$ cat src/rtl/ram_bus_arbiter.sv
// ram_bus_arbiter: shares the single data RAM port between the core (m0)
// and a debug/program-loader port (m1). The core has priority, a starvation
// counter bounds how long m1 can wait, and a lock mode hands m1 exclusive
// ownership for bulk loads while the core is held stalled.
module ram_bus_arbiter #(
    parameter int ADDR_W       = 32,
    parameter int DATA_W       = 32,
    parameter int STARVE_LIMIT = 8
) (
    input  logic              clk,
    input  logic              rst,
    input  logic              m0_rd_req_i,
    input  logic [ADDR_W-1:0] m0_rd_addr_i,
    input  logic              m0_wr_req_i,
    input  logic [3:0]        m0_wr_sel_i,
    input  logic [ADDR_W-1:0] m0_wr_addr_i,
    input  logic [DATA_W-1:0] m0_wr_data_i,
    output logic [DATA_W-1:0] m0_rd_data_o,
    output logic              m0_stall_o,
    input  logic              m1_req_i,
    input  logic              m1_we_i,
    input  logic [3:0]        m1_sel_i,
    input  logic [ADDR_W-1:0] m1_addr_i,
    input  logic [DATA_W-1:0] m1_wdata_i,
    input  logic              m1_lock_i,
    output logic              m1_gnt_o,
    output logic              m1_rvalid_o,
    output logic [DATA_W-1:0] m1_rdata_o,
    output logic [3:0]        ram_wen_o,
    output logic [ADDR_W-1:0] ram_w_addr_o,
    output logic [DATA_W-1:0] ram_w_data_o,
    output logic              ram_ren_o,
    output logic [ADDR_W-1:0] ram_r_addr_o,
    input  logic [DATA_W-1:0] ram_r_data_i,
    output logic              owner_o
);

    localparam logic [7:0] LIMIT = 8'(STARVE_LIMIT);

    typedef enum logic {
        S_NORM = 1'b0,
        S_LOCK = 1'b1
    } state_t;

    state_t            state;
    state_t            state_nxt;
    logic [7:0]        starve_cnt;
    logic [7:0]        starve_nxt;
    logic              m0_active;
    logic              starved;
    logic              gnt;
    logic              stall;
    logic              owner;
    logic              rvld_p1;
    logic [DATA_W-1:0] rdata_hold_p1;

    // Saturating increment: the counter parks at the limit instead of wrapping.
    function automatic logic [7:0] sat_inc(input logic [7:0] v);
        return (v >= LIMIT) ? LIMIT : v + 8'd1;
    endfunction

    assign m0_active = m0_rd_req_i | (m0_wr_req_i & (|m0_wr_sel_i));
    assign starved   = (starve_cnt == LIMIT);

    // State register and starvation counter.
    always_ff @(posedge clk) begin
        if (rst) begin
            state      <= S_NORM;
            starve_cnt <= 8'd0;
        end else begin
            state      <= state_nxt;
            starve_cnt <= starve_nxt;
        end
    end

    // Next-state logic: enter lock on a locked m1 grant, leave when lock drops.
    always_comb begin
        state_nxt  = state;
        starve_nxt = starve_cnt;
        case (state)
            S_NORM: begin
                if (gnt && m1_lock_i) state_nxt = S_LOCK;
                // A waiting m1 that was not granted lost to an active core.
                if (!m1_req_i || gnt) starve_nxt = 8'd0;
                else                  starve_nxt = sat_inc(starve_cnt);
            end
            S_LOCK: begin
                starve_nxt = 8'd0;
                if (!m1_lock_i) state_nxt = S_NORM;
            end
            default: begin
                state_nxt  = S_NORM;
                starve_nxt = 8'd0;
            end
        endcase
    end

    // Output logic: who owns the port this cycle, and whether the core stalls.
    always_comb begin
        gnt   = 1'b0;
        stall = 1'b0;
        owner = 1'b0;
        if (!rst) begin
            case (state)
                S_NORM: begin
                    if (m1_req_i && (!m0_active || starved)) begin
                        gnt   = 1'b1;
                        owner = 1'b1;
                        stall = m0_active;
                    end
                end
                S_LOCK: begin
                    owner = 1'b1;
                    gnt   = m1_req_i;
                    stall = m0_active;
                end
                default: begin
                    owner = 1'b0;
                end
            endcase
        end
    end

    // RAM port mux; the core path is a pure pass-through when it owns the port.
    always_comb begin
        ram_wen_o    = 4'b0;
        ram_ren_o    = 1'b0;
        ram_w_addr_o = m0_wr_addr_i;
        ram_w_data_o = m0_wr_data_i;
        ram_r_addr_o = m0_rd_addr_i;
        if (owner) begin
            ram_w_addr_o = m1_addr_i;
            ram_w_data_o = m1_wdata_i;
            ram_r_addr_o = m1_addr_i;
            if (gnt) begin
                if (m1_we_i) ram_wen_o = m1_sel_i;
                else         ram_ren_o = 1'b1;
            end
        end else if (!rst) begin
            ram_wen_o = m0_wr_req_i ? m0_wr_sel_i : 4'b0;
            ram_ren_o = m0_rd_req_i;
        end
    end

    // m1 read response: valid one cycle after the grant, data held until the next valid.
    always_ff @(posedge clk) begin
        if (rst) begin
            rvld_p1       <= 1'b0;
            rdata_hold_p1 <= '0;
        end else begin
            rvld_p1 <= gnt & ~m1_we_i;
            if (rvld_p1) rdata_hold_p1 <= ram_r_data_i;
        end
    end

    assign m0_rd_data_o = ram_r_data_i;
    assign m0_stall_o   = stall;
    assign m1_gnt_o     = gnt;
    assign owner_o      = owner;
    assign m1_rvalid_o  = rvld_p1;
    assign m1_rdata_o   = rvld_p1 ? ram_r_data_i : rdata_hold_p1;

endmodule
$ cat config.mk
export PLATFORM = sky130hd
export DESIGN_NAME = ram_bus_arbiter
export DESIGN_NICKNAME = d
export VERILOG_FILES = /design/src/rtl/ram_bus_arbiter.sv
export SDC_FILE = /design/constraint.sdc
export NUM_CORES = 1
export LEC_CHECK = 0
export ABC_AREA = 1
export CAP_MARGIN = 10
export CORE_AREA = 2 2 147 149
export CTS_CLUSTER_SIZE = 16
export DETAILED_ROUTE_END_ITERATION = 16
export DIE_AREA = 0 0 149 151
export MAX_ROUTING_LAYER = met4
export PLACE_DENSITY = 0.48
export SETUP_SLACK_MARGIN = 0.05
export SYNTH_ARGS = -nofsm -noshare
export SYNTH_HDL_FRONTEND = slang
export SYNTH_SLANG_ARGS = --single-unit
$ cat constraint.sdc
create_clock -name clk -period 3.3 [get_ports clk]
set_clock_uncertainty 0.2 [all_clocks]
set_input_delay 0.66 -clock clk [delete_from_list [all_inputs] [get_ports clk]]
set_output_delay 0.66 -clock clk [all_outputs]
set_load 0.02 [all_outputs]
Word-level counts from Yosys, hierarchy flattened
Index checks and enable logic that the tools add are counted.
{ "word_totals": {"inputBits": 207, "output_inout_bits": 169, "register_bits": 42, "word_cells": 46} }
{ "classes": {"reduce_logical": 7, "eq_ne": 1, "bitwise": 5, "magnitude_cmp": 1, "mux": 27, "addsub": 1} }
{ "ops": {"columns": ["cell", "n"], "rows": [
  ["$mux 32", 4],
  ["$mux 4", 5],
  ["$mux 8", 2],
  ["$pmux 8 s2", 1],
  ["$mux 1", 11],
  ["$add 8x1->8 const B", 1],
  ["$eq 8x4->1 const B", 1],
  ["$ge 8x4->1 const B", 1],
  ["$pmux 1 s2", 4],
  ["$reduce_or 4->1", 1],
  ["$and 1x1->1", 2],
  ["$logic_and 1x1->1", 2],
  ["$logic_not 1->1", 2],
  ["$logic_or 1x1->1", 2],
  ["$not 1->1", 2],
  ["$or 1x1->1", 1]
]} }

Longest topological paths before layout
Gate-level depths: netlist (run 1).
{ "depth": {"depth_word": 12, "ltp_mapped": 11, "depth_no_buf": 9} }

Worst setup path after synthesis (run 1)
No wires, ideal clock.
{ "synth_timing": {"path_type": "input -> output", "from": "input port m0_wr_sel_i[3]", "to": "output port ram_wen_o[0]", "path_slack_ns": 0.667, "t_required_ns": 2.440, "stages": 8, "t_arrival_ns": 1.773, "cell_sequence": "nor2_1 nand2_1 nand2_1 nand2_1 nand2_2 buf_4 nand2_1 o21ai_0"} }
{ "synth_via": {"elab_chain_cells": 11, "elab_cells_between_ends": 13, "classes_between": "mux (7); bitwise (2); reduce/logical (4)"} }
{ "synth_rtl": {"columns": ["element", "line", "text"], "rows": [
  ["from (decl)", "15", "input logic [3:0] m0_wr_sel_i,"],
  ["$reduce_or 4->1 *", "62", "assign m0_active = m0_rd_req_i | (m0_wr_req_i & (|m0_wr_sel_i));"],
  ["$and 1x1->1 *", "62", null],
  ["$or 1x1->1 *", "62", null],
  ["$logic_not 1->1 *", "106", "if (m1_req_i && (!m0_active || starved)) begin"],
  ["$logic_or 1x1->1 *", "106", null],
  ["$logic_and 1x1->1 *", "106", null],
  ["$mux 1 *", "106", null],
  ["$pmux 1 s2", "104", "case (state)"],
  ["$mux 1", "103", "if (!rst) begin"],
  ["$mux 4", "135", "if (gnt) begin"],
  ["$mux 4 *", "131", "if (owner) begin"],
  ["to (decl)", "29", "output logic [3:0] ram_wen_o,"]
]} }
Mark *: on every way between the ends. The rest lies on a longest branch, timed or not.

Worst setup path in the final report (run 1)
{ "layout_timing": {"from": "input port m0_wr_sel_i[3]", "to": "output port ram_r_addr_o[14]"} }
{ "layout_via": {"elab_chain_cells": 10} }
{ "layout_rtl": {"columns": ["element", "line", "text"], "rows": [
  ["$reduce_or 4->1", "62", null],
  ["$and 1x1->1", "62", null],
  ["$or 1x1->1", "62", null],
  ["$logic_not 1->1", "106", null],
  ["$logic_or 1x1->1", "106", null],
  ["$logic_and 1x1->1", "106", null],
  ["$mux 1", "106", null],
  ["$pmux 1 s2", "104", null],
  ["$mux 1", "103", null],
  ["$mux 32", "131", null],
  ["to (decl)", "33", "output logic [ADDR_W-1:0] ram_r_addr_o,"]
]} }
Every way passes these cells.

==> impl_metrics.yaml, run 1 <==
run_status:
  status: "finished, final reports clean"
timing:
  setup_viol: 0
  post-route-period-util_pct: 96.07
  finalHoldViolations: 0
  setup_ws_ns: 0.1296
  period_minus_slack_ns: 3.170
  rsz0062_at_grt: "false"
  fmax_ghz: 0.3154
  slew_viol_final: 0
cells_and_area:
  multi_input_area_um2: 1937
  nFillCells: 2345
  layout_commonest_cell: "nand2_1"
  drive_gt1_share_pct: 16.97
  area_growth_pct: 121.6
  finalNetCount: 1127
  final_cell_mix: "nand2_1, clkdlybuf4s50_1, nand4_1"
  regArea_um2: 840.8
  post-route-util_pct: 34.50
yosys:
  ys_warn_count: 0
  synth_top_area_cell: "nand2_1"
  synth_area_leaders: "nand2_1, dfxtp_1, nand4_1, buf_4, a21oi_1"
  synthCells: 568
  synth_top_area_share_pct: 35.66
  synth-seq-cells: 42
  yosysUniqueCellTypes: 21
  netlist_area_um2: 3242
  syn_avg_cell_area_um2: 5.707
  synth_seq_area_share_pct: 25.94
pwr:
  clock_power_share_pct: 26.0
  combPwrFrac_pct: 46.6
  irDropWorstVdd_mv: 0.1517
  p_int_uw: 1253
  switching_share_pct: 34.03
  power_frac_seq_pct: 27.4
  power.density_nw_per_um2: 264.4
  p_leak_uw: 0.003484
  power_switching_uw: 646.3
floorplanning:
  die_y_um: 151
  start_util_pct: 15.57
  dieArea_um2: 22500
  row_count: 53
  core_area_um2: 20820
  io_pins: 376
  die_w_um: 149
detailed_routing:
  dr.pass1.iters: 4
  drt_iter0_drc: 118
  post_drt_via_cell_ratio: 4.076
  drcViolationCount: 0
  finalWirelength_um: 17740
  wl_per_cell_um: 14.84
  ant_nets: 0
  met3_wirelength_um: 1175
  top_layer: "met4"
  wl_met1_um: 7119
  vias: 4871
  dr_wl_met2_um: 8934
setup_path:
  crit_chain: "clkdlybuf4s50_1, nor2_1, nand2_1, nand2_1, nand2_2, nand2_4, buf_12, buf_12, buf_12, nand4_1, nand2_1, clkdlybuf4s15_2"
  worstPathRequired_ns: 2.44
  critPathArrivalTime_ns: 2.31
  crit_buf_inv: 5
  cpPeakStageDelay_ns: 0.43
  cp_max_fo: 14
  path_class: "input port to output pin"
  path_delay_family: "buffers and inverters"
  crit_path_end_kind: "output pin"
  crit_cells: 12
  worstSetupStartpointType: "input port"
  cp_slowest_cell: "clkdlybuf4s50_1"
  ff2ff_path_depth: 10
cts:
  cts_tree: "built"
  cts_htree_levels: 2
  clk_latency_ns: 0.28
  root_buffer: "clkbuf_16"
  cts_buffer_depth: 2
  cts_num_sinks: 42
  cts.clk_slew.worst_paths_ns: 0.06
  cts-buffers-inserted: 5
place:
  place_congestion: 0.8438
  portBuffers: 375
  dp_slack_ns: -0.2979
  dpl.hpwl_um: 14830
run:
  drv_cap: 0
global_route:
  grt_max_degree: 37
  grt.overflow.total: 0
  track_usage_pct: 15.05
  grt_pass1_vias: 4683
  antenna_found_initial: 1
  grt_pass1_wl_um: 25750
worst_hold_path:
  hold_class: "flip-flop to flip-flop"
  hold_depth: 1
-- worst paths after layout --
path                                startpoint                to  slack (ns)
worst max register to register   starve_cnt[0]       m1_rvalid_o        1.56
worst min-delay path             starve_cnt[0]     starve_cnt[0]        0.26
worst min register to register   starve_cnt[0]     starve_cnt[0]        0.26
worst max-delay path            m0_wr_sel_i[3]  ram_r_addr_o[14]        0.13
-- worst register-to-register path: stages (launching register included) --
cell and delay, ns:
dfxtp_1 0.37, inv_1 0.06, ha_1 0.19, nand3_1 0.08, nor2_1 0.05, nor2_2 0.17, nand2_4 0.10, buf_6 0.16
nand3b_1 0.11, buf_4 0.11, inv_1 0.03
-- synthesized netlist by cell type (all sizes together) --
| master | instances |
|---|---|
| nand3 | 5 |
| nand2 | 309 |
| a21oi | 33 |
| xnor2 | 1 |
| nand4 | 66 |
| inv | 13 |
| nor2 | 15 |
| conb | 1 |
| or2 | 1 |
| ha | 2 |
| buf | 60 |
| clkbuf | 15 |
| o21ai | 4 |
| dfxtp | 42 |
| nand3b | 1 |
-- area by class of cell --
| cell class | instances | area share, % |
|---|---|---|
| Clock buffer | 5 | 1.742 |
| Inverter | 13 | 0.6793 |
| Tap cell | 275 | 4.790 |
| Timing Repair Buffer | 415 | 53.75 |
| Sequential cell | 42 | 11.71 |
| Multi-Input combinational cell | 441 | 26.96 |
| Antenna cell | 1 | 0.03484 |
| Clock inverter | 3 | 0.3310 |
-- stage by stage --
| step | total power [uW] | cells | TNS (ns) | instance area, um2 | hold slack, ns |
|---|---|---|---|---|---|
| after floorplan | 904.2 | 571 | 0 | 3253 | 0.2297 |
| after global placement | 1485 | 1180 | -21.96 | 7264 | 0.2508 |
| after detailed placement | 1483 | 1180 | -22.14 | 7264 | 0.2571 |
| after CTS | 1939 | 1193 | 0 | 7232 | 0.2679 |
| after global routing | 2011 | 1195 | 0 | 7183 | 0.2785 |
| final | 1899 | 1195 | 0 | 7183 | 0.2632 |
-- power groups by stage --
stage,Combinational [uW],Clock [uW],Sequential (uW)
after floorplan,373,0,531
after global placement,954,0,531
after detailed placement,951,0,532
after CTS,899,521,520
after global routing,949,541,521
final,885,495,520
-- state kept, by name, indices dropped and copies added (netlist names) --
signal / flops
state: 1
rdata_hold_p1: 32
starve_cnt: 8
m1_rvalid_o: 1
-- what timing repair did --
action                     CTS  global route
setup endpoints to repair   99            47
gates cloned                 0             0
pin swaps                    4             6
gates resized for setup    324            46
hold buffers                 0             0
setup buffers                5             1
-- routing by layer --
layer	vias to the layer above	track usage, %
met5	-	-
met2	240	26.41
li1	2500	-
met3	20	2.620
met1	2111	17.41
met4	0	5.095
-- logic make-up after synthesis --
kind of cell             count (synthesis)  share of synthesized area [%]
other                                    1                         0.1157
adder cells (fa/ha/maj)                  2                         0.7718
AO/OA/AOI/OAI                           37                          5.712
AND/OR/NAND/NOR                        397                          51.76
flip-flops                              42                          25.94
XOR/XNOR                                 1                         0.2702
buffers and inverters                   88                          15.44
Note: power is estimated with default switching activity, not from simulation.
==> run 2: changes to the inputs <==
--- a/config.mk
+++ b/config.mk
@@ -17,3 +17,4 @@
 export SYNTH_ARGS = -nofsm -noshare
 export SYNTH_HDL_FRONTEND = slang
 export SYNTH_SLANG_ARGS = --single-unit
+export TNS_END_PERCENT = 5
==> run 2 against run 1 <==
Net effect: setup slack worse by 0.038 ns; highest routed layer unchanged; critical path depth is 1 lower; core utilization is 0.14 points lower.
==> impl_metrics.yaml, run 2 (synthesis gave the netlist of run 1 again) <==
run_status:
  status: "finished, final reports clean"
setup_path:
  worstSetupStartpointType: "input port"
  crit_top_cell: "nand2_1"
  path_class: "input port to output pin"
  cp_slowest_cell: "clkdlybuf4s50_1"
  r2r-start: "starve_cnt[0]"
  worstPathRequired_ns: 2.44
  crit_start: "m0_wr_sel_i[3]"
  crit_path_end_kind: "output pin"
  crit_chain: "clkdlybuf4s50_1, nor2_1, nand2_1, nand2_1, nand2_2, nand2_4, buf_8, nand2_1, nand2_1, o21ai_0, dlygate4sd2_1"
  critPathArrivalTime_ns: 2.35
  cp_max_fo: 14
  cpPeakStageDelay_ns: 0.49
detailed_routing:
  met3_wirelength_um: 1067
  wl_per_cell_um: 14.98
  post_drt_via_cell_ratio: 4.082
  top_layer: "met4"
  vias: 4857
  ant_nets: 0
  drcViolationCount: 0
  dr_wl_met2_um: 9111
  drt_iter0_drc: 118
  dr.pass1.iters: 5
  wl_met1_um: 7223
  finalWirelength_um: 17830
pwr:
  p_int_uw: 1246
  irDropWorstVdd_mv: 0.1522
  p_leak_uw: 0.003460
  switching_share_pct: 34.28
  fin_total_pwr_uw: 1896
  combPwrFrac_pct: 46.5
  power_frac_seq_pct: 27.4
  power_switching_uw: 650.0
  clock_power_share_pct: 26.1
  power.density_nw_per_um2: 265.0
place:
  place_congestion: 0.8438
  dpl_cell_area_um2: 7264
  portBuffers: 375
  dpl.hpwl_um: 14830
floorplanning:
  dieArea_um2: 22500
  row_count: 53
  die_y_um: 151
  start_util_pct: 15.57
  die_w_um: 149
  io_pins: 376
  core_area_um2: 20820
cells_and_area:
  final_cell_area_um2: 7154
  top_regs: "rdata_hold_p1 (32), starve_cnt (8)"
  finalNetCount: 1122
  final_cell_mix: "nand2_1, clkdlybuf4s50_1, nand4_1"
  layout_commonest_cell: "nand2_1"
  area_growth_pct: 120.7
  drive_gt1_share_pct: 16.08
  largest_reg_flops: 32
  regMostFlops: "rdata_hold_p1"
global_route:
  grt_max_degree: 37
  track_usage_pct: 14.99
  antenna_found_initial: 1
  grt_pass1_vias: 4662
  grt.overflow.total: 0
  grt_pass1_wl_um: 25640
cts:
  cts_htree_levels: 2
  cts.clk_slew.worst_paths_ns: 0.06
  cts_num_sinks: 42
  cts_buffer_depth: 2
  cts-buffers-inserted: 5
  hold_buffers: 0
  cts_setup_buffers: 0
  cts_tree: "built"
  clk_latency_ns: 0.28
  root_buffer: "clkbuf_16"
timing:
  whs_ns: 0.2624
  rsz0062_at_grt: "true"
  fmax_ghz: 0.3117
  period_minus_slack_ns: 3.208
  fin_tns_setup_ns: 0
  setup_viol: 0
  slew_viol_final: 0
  finalHoldViolations: 0
  post-route-period-util_pct: 97.22
worst_hold_path:
  hp-start: "starve_cnt[0]"
  hold_class: "flip-flop to flip-flop"
run:
  drv_cap: 0
==> run 2: per-stage QoR <==
stage               std cells  setup WS (ns)  utilization (%)
global placement         1180        -0.2815            34.89
finish                   1190        0.09176            34.36
global route             1190      -0.006520            34.36
floorplan                 571         0.6665                -
detailed placement       1180        -0.2979            34.89
CTS                      1188       -0.01011            35.49
==> run 2: per-layer routing <==
layer,global-route usage (%),vias up
met4,4.524,0
li1,-,2497
met1,17.32,2126
met3,2.620,18
met2,26.57,216
met5,-,-
==> run 2: what timing repair did <==
item | 4_1_cts | 5_1_grt
hold endpoints to repair | 0 | 0
resized for setup | 171 | 148
pin swaps | 3 | 3
gates cloned | 0 | 1
setup endpoints to repair | 99 | 102
==> run 2: power groups by stage <==
stage	clock network (uW)	logic [uW]	registers, uW
after global routing	541	944	520
after CTS	521	905	520
final	495	881	520
after floorplan	0	373	531
after detailed placement	0	951	532
after global placement	0	954	531
==> run 2: final timing paths <==
kind / slack, ns / endpoint / cells past startpoint
worst max-delay path: 0.09 / ram_wen_o[2] / 11
worst min-delay path: 0.26 / starve_cnt[0] / 1
worst max register to register: 1.54 / m1_rvalid_o / 10
worst min register to register: 0.26 / starve_cnt[0] / 1
==> run 2: area by class of cell <==
type | count | area, um2
Clock inverter | 3 | 23.77
Multi-Input combinational cell | 442 | 1949
Tap cell | 275 | 344.1
Antenna cell | 1 | 2.502
Clock buffer | 5 | 125.1
Sequential cell | 42 | 840.8
Fill cell | 2342 | 13670
Timing Repair Buffer | 409 | 3820
Inverter | 13 | 48.80
==> run 2: critical path, delay by kind of cell <==
family	cells	cell delay (ns)
AO/OA/AOI/OAI	1	0.07
buffers and inverters	3	1.00
AND/OR/NAND/NOR	7	0.60
